`src/rtl/sample_unpacker_pkg.sv`:
```
`default_nettype none
// ============================================================================
//  Module      : sample_unpacker_pkg
//  Description : Shared helpers for packed-stream blocks: clog2, lane count
//                derivation and word/sample width legality.
//  Revision    : 1.0 - initial release
// ============================================================================
package sample_unpacker_pkg;

    function automatic int clog2(input int value);
        int r;
        r = 0;
        while ((1 << r) < value) begin
            r++;
        end
        return r;
    endfunction

    function automatic int lanes_of(input int word_width, input int sample_width);
        return (sample_width > 0) ? (word_width / sample_width) : 0;
    endfunction

    // A packed word must hold a whole number of samples, and at least two of them.
    function automatic bit widths_legal(input int word_width, input int sample_width);
        return (sample_width > 0) &&
               ((word_width % sample_width) == 0) &&
               ((word_width / sample_width) >= 2);
    endfunction

endpackage
`default_nettype wire

```
`src/rtl/sample_unpacker.sv`:
```
`default_nettype none
// ============================================================================
//  Module      : sample_unpacker
//  Description : Buffers one packed word and emits its signed sample lanes one
//                per cycle over valid/ready, with no bubbles between words.
//  Revision    : 1.0 - initial release
// ============================================================================
module sample_unpacker
    import sample_unpacker_pkg::*;
#(
    parameter int WORD_WIDTH   = 32,
    parameter int SAMPLE_WIDTH = 8,
    parameter int MSB_FIRST    = 0
) (
    input  logic                    clk,
    input  logic                    rst,
    input  logic [WORD_WIDTH-1:0]   in_word,
    input  logic                    in_last,
    input  logic                    in_valid,
    output logic                    in_ready,
    output logic [SAMPLE_WIDTH-1:0] out_sample,
    output logic                    out_last,
    output logic                    out_valid,
    input  logic                    out_ready
);

    localparam int LANES = lanes_of(WORD_WIDTH, SAMPLE_WIDTH);
    // Guarded so an illegal configuration reaches the elaboration error below
    // instead of tripping over a zero-width counter first.
    localparam int IDX_W = (LANES < 2) ? 1 : clog2(LANES);
    localparam logic [IDX_W-1:0] C_FINAL_IDX = IDX_W'(LANES - 1);

    generate
        if (!widths_legal(WORD_WIDTH, SAMPLE_WIDTH)) begin : g_width_check
            $error("sample_unpacker: WORD_WIDTH must be a multiple of SAMPLE_WIDTH with at least two lanes");
        end
    endgenerate

    logic [WORD_WIDTH-1:0]   r_word;
    logic                    r_last;
    logic [IDX_W-1:0]        r_idx;
    logic                    r_full;

    logic                    w_pop;
    logic                    w_push;
    logic                    w_final;
    logic [IDX_W-1:0]        w_lane;
    logic [SAMPLE_WIDTH-1:0] w_sample;

    assign w_final  = (r_idx == C_FINAL_IDX);
    assign w_pop    = r_full & out_ready;
    // Combinational ready lets the next word load on the final-lane pop.
    assign in_ready = ~r_full | (w_pop & w_final);
    assign w_push   = in_valid & in_ready;

    generate
        if (MSB_FIRST != 0) begin : g_msb_first
            assign w_lane = C_FINAL_IDX - r_idx;
        end else begin : g_lsb_first
            assign w_lane = r_idx;
        end
    endgenerate

    always_comb begin
        w_sample = '0;
        for (int i = 0; i < LANES; i++) begin
            if (w_lane == IDX_W'(i)) begin
                w_sample = r_word[i*SAMPLE_WIDTH +: SAMPLE_WIDTH];
            end
        end
    end

    always_ff @(posedge clk) begin
        if (rst) begin
            r_word <= '0;
            r_last <= 1'b0;
            r_idx  <= '0;
            r_full <= 1'b0;
        end else if (w_push) begin
            r_word <= in_word;
            r_last <= in_last;
            r_idx  <= '0;
            r_full <= 1'b1;
        end else if (w_pop) begin
            if (w_final) begin
                r_full <= 1'b0;
                r_idx  <= '0;
            end else begin
                r_idx  <= r_idx + IDX_W'(1);
            end
        end
    end

    // Raw lane bits pass through untouched; the downstream extender owns the sign.
    assign out_sample = w_sample;
    assign out_valid  = r_full;
    assign out_last   = r_full & r_last & w_final;

endmodule
`default_nettype wire

```
`config.mk`:
```
export PLATFORM = sky130hd
export DESIGN_NAME = sample_unpacker
export DESIGN_NICKNAME = d
export VERILOG_FILES = /design/src/rtl/sample_unpacker_pkg.sv /design/src/rtl/sample_unpacker.sv
export SDC_FILE = /design/constraint.sdc
export NUM_CORES = 1
export LEC_CHECK = 0
export CAP_MARGIN = 20
export CORE_MARGIN = 3
export CORE_UTILIZATION = 52
export CTS_CLUSTER_DIAMETER = 100
export CTS_CLUSTER_SIZE = 10
export DETAILED_ROUTE_END_ITERATION = 10
export PLACE_DENSITY = 0.84
export SLEW_MARGIN = 20
export SYNTH_ARGS = -nofsm -noshare
export SYNTH_HDL_FRONTEND = slang
export SYNTH_SLANG_ARGS = --single-unit
```
`constraint.sdc`:
```
create_clock -name clk -period 3 [get_ports clk]
set_clock_uncertainty 0.15 [all_clocks]
set_input_delay 0.45 -clock clk [delete_from_list [all_inputs] [get_ports clk]]
set_output_delay 0.45 -clock clk [all_outputs]
set_load 0.1 [all_outputs]
```
Yosys cells after proc, flatten, opt, wreduce, memory -nomap -nowiden:

Cells that the tools add are included.
W data, S select, Z words.

* bitwise operators: 7
* add/subtract/negate cells: 1
* mux-type cells: 8
* reduce and logical (&&, ||, !) cells: 5
* eq/ne operators: 3

Operator list (number)
* $mux W8: 4
* $and A1 B1 Y1: 5
* $eq A2 B2 Y1 const B: 2
* $reduce_bool A2 Y1: 2
* $mux W1: 3
* $add A2 B1 Y2 const B: 1
* $eq A2 B1 Y1 const B: 1
* $logic_not A2 Y1: 1
* $mux W2: 1
* $reduce_and A2 Y1: 1
* $reduce_or A2 Y1: 1
* $not A1 Y1: 1
* $or A1 B1 Y1: 1

* input port bits: 37
* register bits: 36
* word-level logic and storage cells: 28
* output and inout bits: 11

Depth between registers and ports, before layout:

Gate-level depths: netlist of the first run.

* depth in word-level cells: 6
* mapped depth: 7
* mapped depth without buffers: 5

Worst setup path after synthesis of the first run:

No wires, ideal clock.

* kind: flip-flop to output port
* start: register r_full (netlist: out_valid)
* end: output port out_last
* cell stages (with the launch flop): 2
* path buffers: 0
* arrival time: 1919 ps
* data required time: 2400 ps
* slack: 481 ps
* cells stage by stage: dfxtp_1 > and3_1

* word-level cells in the longest chain between the ends: 2

Ends and longest elaborated chain
* start, declared: RTL line sample_unpacker.sv:42 `logic r_full;`
* start signal, assigned: RTL line sample_unpacker.sv:78 `r_full <= 1'b0;`
* start signal, assigned: RTL line sample_unpacker.sv:83 `r_full <= 1'b1;`
* start signal, assigned: RTL line sample_unpacker.sv:86 `r_full <= 1'b0;`
* $and A1 B1 Y1 (2 in series): RTL line sample_unpacker.sv:97 `assign out_last = r_full & r_last & w_final;`
* end, declared: RTL line sample_unpacker.sv:22 `output logic out_last,`

No other way between the ends.

Worst setup path in the final report of the first run:

* start: register r_idx[0]
* end: output port out_sample[3]

* word-level cells in the longest chain between the ends: 5
* elaborated cells between the ends (all ways): 8
* those cells by class: 3 x eq/ne; 4 x mux; 1 x reduce/logical

Ends and longest elaborated chain
* start, declared: RTL line sample_unpacker.sv:41 `logic [IDX_W-1:0] r_idx;`
* start signal, assigned: RTL line sample_unpacker.sv:89 `r_idx <= r_idx + IDX_W'(1);`
* $logic_not A2 Y1: RTL line sample_unpacker.sv:67 `if (w_lane == IDX_W'(i)) begin`
* $mux W8 (3 in series): RTL line sample_unpacker.sv:67
* $mux W8 *: RTL line sample_unpacker.sv:67
* end, declared: RTL line sample_unpacker.sv:21 `output logic [SAMPLE_WIDTH-1:0] out_sample,`

Mark *: on every way between the ends. The rest lies on a longest branch, timed or not.

==> flow_summary.json, run 1 <==
{
  "final_cell_mix": "48 x a21oi_1, 38 x o21ai_0, 36 x clkdlybuf4s50_1, 36 x dfxtp_1, 33 x nand3b_1",
  "worstMarginPinSlew_ps": 680.9,
  "ff_latch_area_um2": 720.7,
  "vias": 1692,
  "fin_setup_tns_ps": 0,
  "grt.overflow.total": 0,
  "start_kind": "flop",
  "synth_cells": 226,
  "cts.sinks": 36,
  "min_to": "r_word[6]",
  "maxSlewViolCount": 0,
  "clk_path_buf_depth": 2,
  "p_leak_nw": 0.8289,
  "crit_required_ps": 2400,
  "worst_slack_ps": 370.7,
  "hold_path_class": "flop to flop",
  "worst-setup-path-type": "flop to primary output",
  "num-fill-cells": 277,
  "cp.arrival_ps": 2030,
  "end_kind": "primary output",
  "worstPathCellList": "inv_1, ha_1, a21oi_1, o21ai_0, a22o_1, buf_4",
  "die_w_um": 65.86,
  "cts-root-buf": "clkbuf_4",
  "die_area_um2": 4337,
  "die-height_um": 65.86,
  "avgViaCountPerCell": 5.511,
  "nNetsFinal": 302,
  "grt_pass1_vias": 1555,
  "status": "complete, no violations",
  "rsz0062_at_grt": "no",
  "r2r_slack_ps": 1000,
  "reg2reg_depth": 5,
  "cts_htree_levels": 2,
  "grt.total_usage_pct": 20.88,
  "antenna_found_initial": 0,
  "timing.rr.end": "r_word[18]",
  "antenna-diode-count": 0,
  "final_layout_size_suffix_gt1_share_pct": 12.64,
  "rows": 21,
  "io_buffers": 47,
  "drtAntennaViolNets": 0,
  "layout.cells.non_filler": 307,
  "dr.first_iter.drc_count": 78,
  "postCtsSetupBuffers": 0,
  "hold_buffers": 0,
  "syn_area_um2": 1863,
  "hold_slack_ps": 327.0,
  "hold_viol_final": 0,
  "power_per_cell_area_nw_per_um2": 459.2,
  "place_congestion": 0.8360,
  "fmax_ghz": 0.3803,
  "wl_per_cell_um": 13.66,
  "place_hpwl_um": 2831,
  "rr_startpoint": "r_idx[0]",
  "cts_tree": "done",
  "grt_pass1_wl_um": 6934,
  "cp_max_fo": 16,
  "area_delta_synth_final_pct": 25.52,
  "initial_core_util_pct": 54.96,
  "fin_crit_ps": 2629,
  "insertion_delay_ps": 340,
  "finalSetupViolCount": 0,
  "fin_crit_sh_pct": 87.64,
  "clk_pin_slew_ps": 100,
  "wl_um": 4194,
  "syn-num-nets": 267,
  "cts-resized-gates": 0,
  "dpl.cell_count": 300,
  "synth_cell_type_count": 23,
  "critical_path.max_stage_delay_ps": 430,
  "synth_warnings": 0,
  "cp_slowest_cell": "dfxtp_1",
  "grt_start_max_net_pins": 42,
  "seq_area_frac_synth_pct": 38.68,
  "worstHoldStart": "r_word[6]",
  "coreArea_um2": 3390,
  "hold_path_depth": 2,
  "drv_cap": 0,
  "synth_seq_cells": 36,
  "avgSynthCellArea_um2": 8.244,
  "cts_buffers": 5,
  "place_ws_ps": 778.5,
  "slew_headroom_pct": 54.61,
  "multiInputGateArea_um2": 954.7,
  "layout_commonest_cell": "a21oi_1",
  "ir_drop_uv": 341.1,
  "drc": 0,
  "io_pins": 48,
  "dr.pass1.iters": 4
}
[layer usage]
layer | vias up | share of wire [%] | track usage, %
met5 | - | 0 | 0
met4 | 0 | 1.6 | 9.326
met3 | 8 | 5.1 | 4.252
met2 | 43 | 47 | 32.92
met1 | 773 | 47 | 27.36
li1 | 868 | - | -
[flip-flops by register name (all words and copies together) (netlist names)]
name	cells
r_last	1
out_valid	1
r_word	32
r_idx	2
[Yosys cell counts]
cell type,number,area (um2)
o21ai_2,3,26.28
inv_4,1,6.260
clkbuf_2,1,5.000
a211oi_2,1,12.51
nor2_1,1,3.750
buf_6,5,56.30
and3_1,1,6.260
a311oi_1,1,8.760
ha_1,4,50.05
buf_2,9,45.04
mux2i_1,1,10.01
nand2b_1,1,6.260
inv_1,10,37.54
a21oi_2,3,26.28
a21oi_1,48,240.2
a22o_1,8,70.07
clkbuf_1,9,33.78
dfxtp_1,36,720.7
a21boi_4,1,18.77
o21ai_0,38,190.2
nand2_1,10,37.54
nand3b_1,33,247.7
inv_2,1,3.750
[worst max path at each step]
stage | cells past startpoint | slack [ps] | startpoint | endpoint
after floorplan | 1 | 480 | out_valid | out_last
after global placement | 6 | 820 | r_idx[0] | out_sample[2]
after detailed placement | 6 | 780 | r_idx[0] | out_sample[3]
after CTS | 6 | 380 | r_idx[0] | out_sample[3]
after global routing | 6 | 200 | r_idx[0] | out_sample[6]
final | 6 | 370 | r_idx[0] | out_sample[3]
[report_power, final]
part / leakage (nW) / internal, W / total, W / switching [W]
sequential: 0.296 / 0.000505 / 0.000521 / 0.0000160
combinational: 0.496 / 0.000105 / 0.000265 / 0.000160
clock: 0.0374 / 0.000133 / 0.000289 / 0.000156
[metrics by stage]
step / cell area, um2 / total power [W] / util [%]
6_report: 2338 / 0.001074 / 68.99
5_1_grt: 2338 / 0.001125 / 68.99
4_1_cts: 2338 / 0.001079 / 68.99
3_5_place_dp: 2273 / 0.0007969 / 67.07
3_3_place_gp: 2273 / 0.0007942 / 67.07
2_1_floorplan: 1863 / 0.0007125 / -
[kinds of logic after synthesis]
logic type	after synthesis	share of synthesized area [%]
AOI/OAI and AO/OA	103	31.83
and+or+nand+nor	46	16.19
buffers and inverters	36	10.07
DFF	36	38.68
adders and majority gates	4	2.686
muxes	1	0.5373
[worst max-delay path, delay by kind of cell (launching register included)]
kind            cells  cell delay [ps]
compound gates      3              550
flops               1              430
buf+inv             2              320
fa+ha+maj           1              380
[final cells by class]
class                           instances  area share [%]
Multi-Input combinational cell        154           40.82
Clock buffer                            7           2.782
Inverter                               12           2.033
Tap cell                               46           2.461
Timing Repair Buffer                   52           21.08
Sequential cell                        36           30.82
Note: power is estimated with default switching activity, not from simulation.
==> inputs of run 2 (changes only) <==
Settings changed: HOLD_SLACK_MARGIN set to 0.12.
Clock period 3 ns to 3.2 ns, I/O delays scaled along.
==> run 2 against run 1 <==
Via count grew 0.77%. Combinational power shrank 6%. Core utilization is 0.78 points lower. Non-clock buffer count down 1. Setup slack improved by 150 ps. Final cell count shrank 0.33%. Power fell by 11%. Sequential power fell by 6.3%. Die area unchanged. Critical path depth is the same. First-iteration DRC count increased by 45%. Highest routed layer unchanged.
==> flow_summary.json, run 2 (synthesized netlist as in run 1, its figures left out) <==
{
  "antenna-diode-count": 0,
  "fin_setup_tns_ps": 0,
  "start_kind": "flop",
  "rsz0062_at_grt": "no",
  "cts-resized-gates": 0,
  "wl_per_cell_um": 14.05,
  "drv_cap": 0,
  "cts_buffers": 5,
  "grt.total_usage_pct": 21.86,
  "end_kind": "primary output",
  "cp.arrival_ps": 2050,
  "timing.rr.end": "r_word[28]",
  "cts.sinks": 36,
  "final_layout_size_suffix_gt1_share_pct": 11.92,
  "grt_start_max_net_pins": 41,
  "grt_pass1_vias": 1623,
  "die_area_um2": 4337,
  "critical_path.max_stage_delay_ps": 430,
  "die-height_um": 65.86,
  "drc": 0,
  "finalSetupViolCount": 0,
  "cts_tree": "done",
  "top_regs": "r_word: 32 flops, r_idx: 2 flops",
  "rr_startpoint": "r_idx[0]",
  "power_per_cell_area_nw_per_um2": 415.7,
  "nNetsFinal": 301,
  "cp_max_fo": 16,
  "clk_path_buf_depth": 2,
  "grt.overflow.total": 0,
  "layout_commonest_cell": "a21oi_1",
  "avgViaCountPerCell": 5.572,
  "postCtsSetupBuffers": 0,
  "hold_path_class": "flop to flop",
  "wl_um": 4300,
  "hold_viol_final": 0,
  "coreArea_um2": 3390,
  "io_buffers": 47,
  "hold_buffers": 0,
  "dr.pass1.iters": 4,
  "insertion_delay_ps": 340,
  "post-route-util_pct": 68.22,
  "fin_crit_ps": 2680,
  "final_cell_mix": "48 x a21oi_1, 38 x o21ai_0, 36 x clkdlybuf4s50_1, 36 x dfxtp_1, 33 x nand3b_1",
  "status": "complete, no violations",
  "reg2reg_depth": 5,
  "io_pins": 48,
  "worst-setup-path-type": "flop to primary output",
  "dr.first_iter.drc_count": 113,
  "crit_required_ps": 2570,
  "cts_htree_levels": 2,
  "slew_headroom_pct": 54.78,
  "clk_pin_slew_ps": 90,
  "maxSlewViolCount": 0,
  "rows": 21,
  "regMostFlops": "r_word",
  "p_leak_nw": 0.8148,
  "place_congestion": 0.8720,
  "cts-root-buf": "clkbuf_4",
  "die_w_um": 65.86,
  "grt_pass1_wl_um": 7176,
  "fin_crit_sh_pct": 83.75,
  "area_delta_synth_final_pct": 24.11,
  "antenna_found_initial": 0,
  "ir_drop_uv": 241.0,
  "drtAntennaViolNets": 0,
  "fmax_ghz": 0.3731,
  "endpoint": "out_sample[2]",
  "initial_core_util_pct": 54.96,
  "cp_slowest_cell": "dfxtp_1",
  "worstPathCellList": "inv_1, ha_1, a21oi_1, o21ai_0, a22o_1, buf_4",
  "largest_register_ffs": 32,
  "r2r_slack_ps": 1220,
  "place_hpwl_um": 2875,
  "cp-startpoint": "r_idx[0]",
  "vias": 1705,
  "worstMarginPinSlew_ps": 678.3
}
## run 2: cell count changes in the layout (fill, tap and decap cells not counted), sizes merged
cell / previous run / this run
buf: 16 / 15
clkbuf: 7 / 6
clkinv: 0 / 1
## run 2: how the worst min path moves through the flow
stage	end	cells after the start	start
after global placement	r_word[5]	2	r_word[5]
after floorplan	r_word[4]	2	r_word[4]
after detailed placement	r_word[5]	2	r_word[5]
after CTS	r_word[5]	2	r_word[5]
after global routing	r_word[5]	2	r_word[5]
final	r_word[5]	2	r_word[5]
## run 2: report_power, final
group | internal, W | switching (W)
Sequential | 0.000473 | 0.0000150
Combinational | 0.0000977 | 0.000150
Clock | 0.0000808 | 0.000144
## run 2: through the flow
| step | setup slack (ps) | std cells | hold slack (ps) | total power [W] | area, um2 |
|---|---|---|---|---|---|
| floorplan | 650.7 | 226 | 296.7 | 0.0006680 | 1863 |
| global placement | 883.8 | 299 | 305.1 | 0.0007436 | 2266 |
| detailed placement | 880.1 | 299 | 312.5 | 0.0007466 | 2266 |
| CTS | 525.1 | 306 | 325.5 | 0.0009640 | 2312 |
| global route | 344.1 | 306 | 343.5 | 0.001006 | 2312 |
| finish | 519.9 | 306 | 326.2 | 0.0009611 | 2312 |
## run 2: final cells by class
class	instances	area (um2)
multi-input combinational	154	954.7
fill	303	1077
inverter	12	47.55
tap	46	57.56
clock inverter	1	5.005
timing repair buffer	51	485.5
sequential	36	720.7
clock buffer	6	41.29
## run 2: per-layer routing
| layer | GRT usage, % | wire length (um) | vias up |
|---|---|---|---|
| met2 | 35.67 | 2077 | 51 |
| met5 | 0 | 0 | - |
| met1 | 25.90 | 1847 | 780 |
| met3 | 5.612 | 311 | 6 |
| met4 | 12.18 | 64 | 0 |
| li1 | - | - | 868 |
## run 2: worst max-delay path, delay by kind of cell (launching register included)
| kind | cells | cell delay (ps) |
|---|---|---|
| buffers and inverters | 2 | 330 |
| flip-flops | 1 | 430 |
| adder cells (fa/ha/maj) | 1 | 390 |
| AO/OA/AOI/OAI | 3 | 540 |
==> inputs of run 3 (changes only) <==
Settings changed: CORE_UTILIZATION 52 to 44, PLACE_DENSITY 0.84 to 0.76.
Clock period 3.2 ns to 2.3 ns, I/O delays scaled along.
==> run 3 against run 2 <==
Clock power rose by 100%. Final cell count grew 2.6%. Critical path depth stayed put. Clock-buffer cell count grew 2. Flip-flop and latch count is the same. First-iteration DRC count increased by 49%. Sequential share of layout area down 2.7 points. Cell area rose by 10%. Global-route usage shrank 2.6 points. Worst hold slack gained 1.1 ps. Register-to-register slack got worse by 640 ps. Critical path type unchanged. Largest power group unchanged.
==> flow_summary.json, run 3 (synthesized netlist as in run 1, its figures left out) <==
{
  "status": "complete, no violations",
  "final_cell_mix": "47 x a21oi_1, 37 x o21ai_0, 36 x clkdlybuf4s50_1, 34 x dfxtp_1, 33 x nand3b_1",
  "place_hpwl_um": 3217,
  "coreArea_um2": 4029,
  "insertion_delay_ps": 290,
  "antenna-diode-count": 0,
  "cts_buffers": 5,
  "fin_crit_ps": 2238,
  "ir_drop_uv": 414.0,
  "die-height_um": 71.07,
  "cp.arrival_ps": 1740,
  "vias": 1763,
  "grt_pass1_wl_um": 7672,
  "slew_headroom_pct": 73.13,
  "grt.total_usage_pct": 19.30,
  "hold_path_class": "flop to flop",
  "fmax_ghz": 0.4469,
  "hold_viol_final": 0,
  "timing.rr.end": "r_word[9]",
  "largest_register_ffs": 32,
  "end_kind": "primary output",
  "cts_tree": "done",
  "post-route-util_pct": 63.20,
  "cts.sinks": 36,
  "finalSetupViolCount": 0,
  "hold_path_depth": 2,
  "cts-root-buf": "clkbuf_8",
  "ff_latch_area_um2": 725.7,
  "power_per_cell_area_nw_per_um2": 602.4,
  "cp_slowest_cell": "dfxtp_4",
  "worst-setup-path-type": "flop to primary output",
  "wl_um": 4843,
  "wl_per_cell_um": 15.42,
  "num-fill-cells": 367,
  "path_buf_inv": 2,
  "cp_max_fo": 8,
  "antenna_found_initial": 0,
  "rsz0062_at_grt": "no",
  "top_regs": "r_word: 32 flops, r_idx: 2 flops",
  "grt.overflow.total": 0,
  "r2r_slack_ps": 580,
  "crit_required_ps": 1800,
  "die_w_um": 71.07,
  "clk_pin_slew_ps": 70,
  "dr.first_iter.drc_count": 168,
  "io_buffers": 47,
  "min_to": "r_word[18]",
  "grt_start_max_net_pins": 37,
  "fin_crit_sh_pct": 97.29,
  "worstHoldStart": "r_word[18]",
  "layout_commonest_cell": "a21oi_1",
  "rows": 23,
  "drv_cap": 0,
  "start_kind": "flop",
  "rr_startpoint": "r_idx[0]",
  "initial_core_util_pct": 46.24,
  "dpl.cell_count": 306,
  "regMostFlops": "r_word",
  "p_leak_nw": 0.8782,
  "area_delta_synth_final_pct": 36.67,
  "layout.cells.non_filler": 314,
  "maxSlewViolCount": 0,
  "avgViaCountPerCell": 5.615,
  "drc": 0,
  "hold_buffers": 0,
  "reg2reg_depth": 5,
  "final_layout_size_suffix_gt1_share_pct": 18.94,
  "fin_setup_tns_ps": 0,
  "cpLargestDelayFamily": "compound AO/OA/AOI/OAI gates",
  "drtAntennaViolNets": 0,
  "dr.pass1.iters": 5,
  "final_cell_area_um2": 2546,
  "place_area_um2": 2417,
  "cts_htree_levels": 2,
  "grt_pass1_vias": 1641,
  "worst_slack_ps": 62.37,
  "io_pins": 48,
  "nNetsFinal": 304,
  "multiInputGateArea_um2": 999.7,
  "die_area_um2": 5051,
  "worstPathCellList": "inv_1, ha_2, nand2_1, o21ai_0, a22o_2, buf_12",
  "clk_path_buf_depth": 2,
  "critical_path.max_stage_delay_ps": 380,
  "place_congestion": 0.8259,
  "worstMarginPinSlew_ps": 403.1,
  "place_ws_ps": 176.8
}
run 3: power by group:
part / switching [W] / leakage (nW) / internal, W / total, W
clock: 0.000213 / 0.0455 / 0.000244 / 0.000457
combinational: 0.000222 / 0.536 / 0.000173 / 0.000395
sequential: 0.0000229 / 0.297 / 0.000659 / 0.000682
total: 0.000458 / 0.878 / 0.00108 / 0.00153
run 3: layout make-up:
| class | instances | share of cell area, % |
|---|---|---|
| flip-flops and latches | 36 | 28.50 |
| well taps | 50 | 2.457 |
| multi-input cells | 154 | 39.26 |
| clock buffers | 8 | 3.538 |
| inverters | 12 | 1.867 |
| repair buffers | 54 | 24.37 |
run 3: layer usage:
layer | GRT usage [%] | share of wire [%] | vias up
li1 | - | - | 873
met1 | 24.65 | 44 | 826
met2 | 31.20 | 48 | 56
met3 | 5.966 | 6.8 | 8
met4 | 6.054 | 1.3 | 0
met5 | 0 | 0 | -
run 3: per-stage QoR:
step	hold WS, ps	power (W)
after floorplan	296.7	0.0009325
after global placement	305.1	0.001077
after detailed placement	312.5	0.001081
after CTS	326.4	0.001538
after global routing	346.5	0.001594
final	327.3	0.001534
run 3: tightest hold or removal path, cell delays in order (launching register included):
cell and delay, ps:
dfxtp_1 310, o21ai_0 60, a21oi_1 60
run 3: worst max-delay path by stage:
| stage | start | to | slack, ps | cells after the start |
|---|---|---|---|---|
| 3_3_place_gp | r_idx[0] | out_sample[6] | 200 | 6 |
| 6_report | r_idx[0] | out_sample[5] | 60 | 6 |
| 5_1_grt | r_idx[0] | out_sample[3] | 20 | 6 |
| 3_5_place_dp | r_idx[0] | out_sample[6] | 180 | 6 |
| 4_1_cts | r_idx[1] | out_sample[6] | 40 | 6 |
| 2_1_floorplan | out_valid | out_last | 120 | 1 |
run 3: timing repair:
action                     4_1_cts  5_1_grt
setup endpoints to repair        8        8
setup buffers                    0        0
pin swaps                        0        0
gates resized for setup          4        7
gates cloned                     0        0
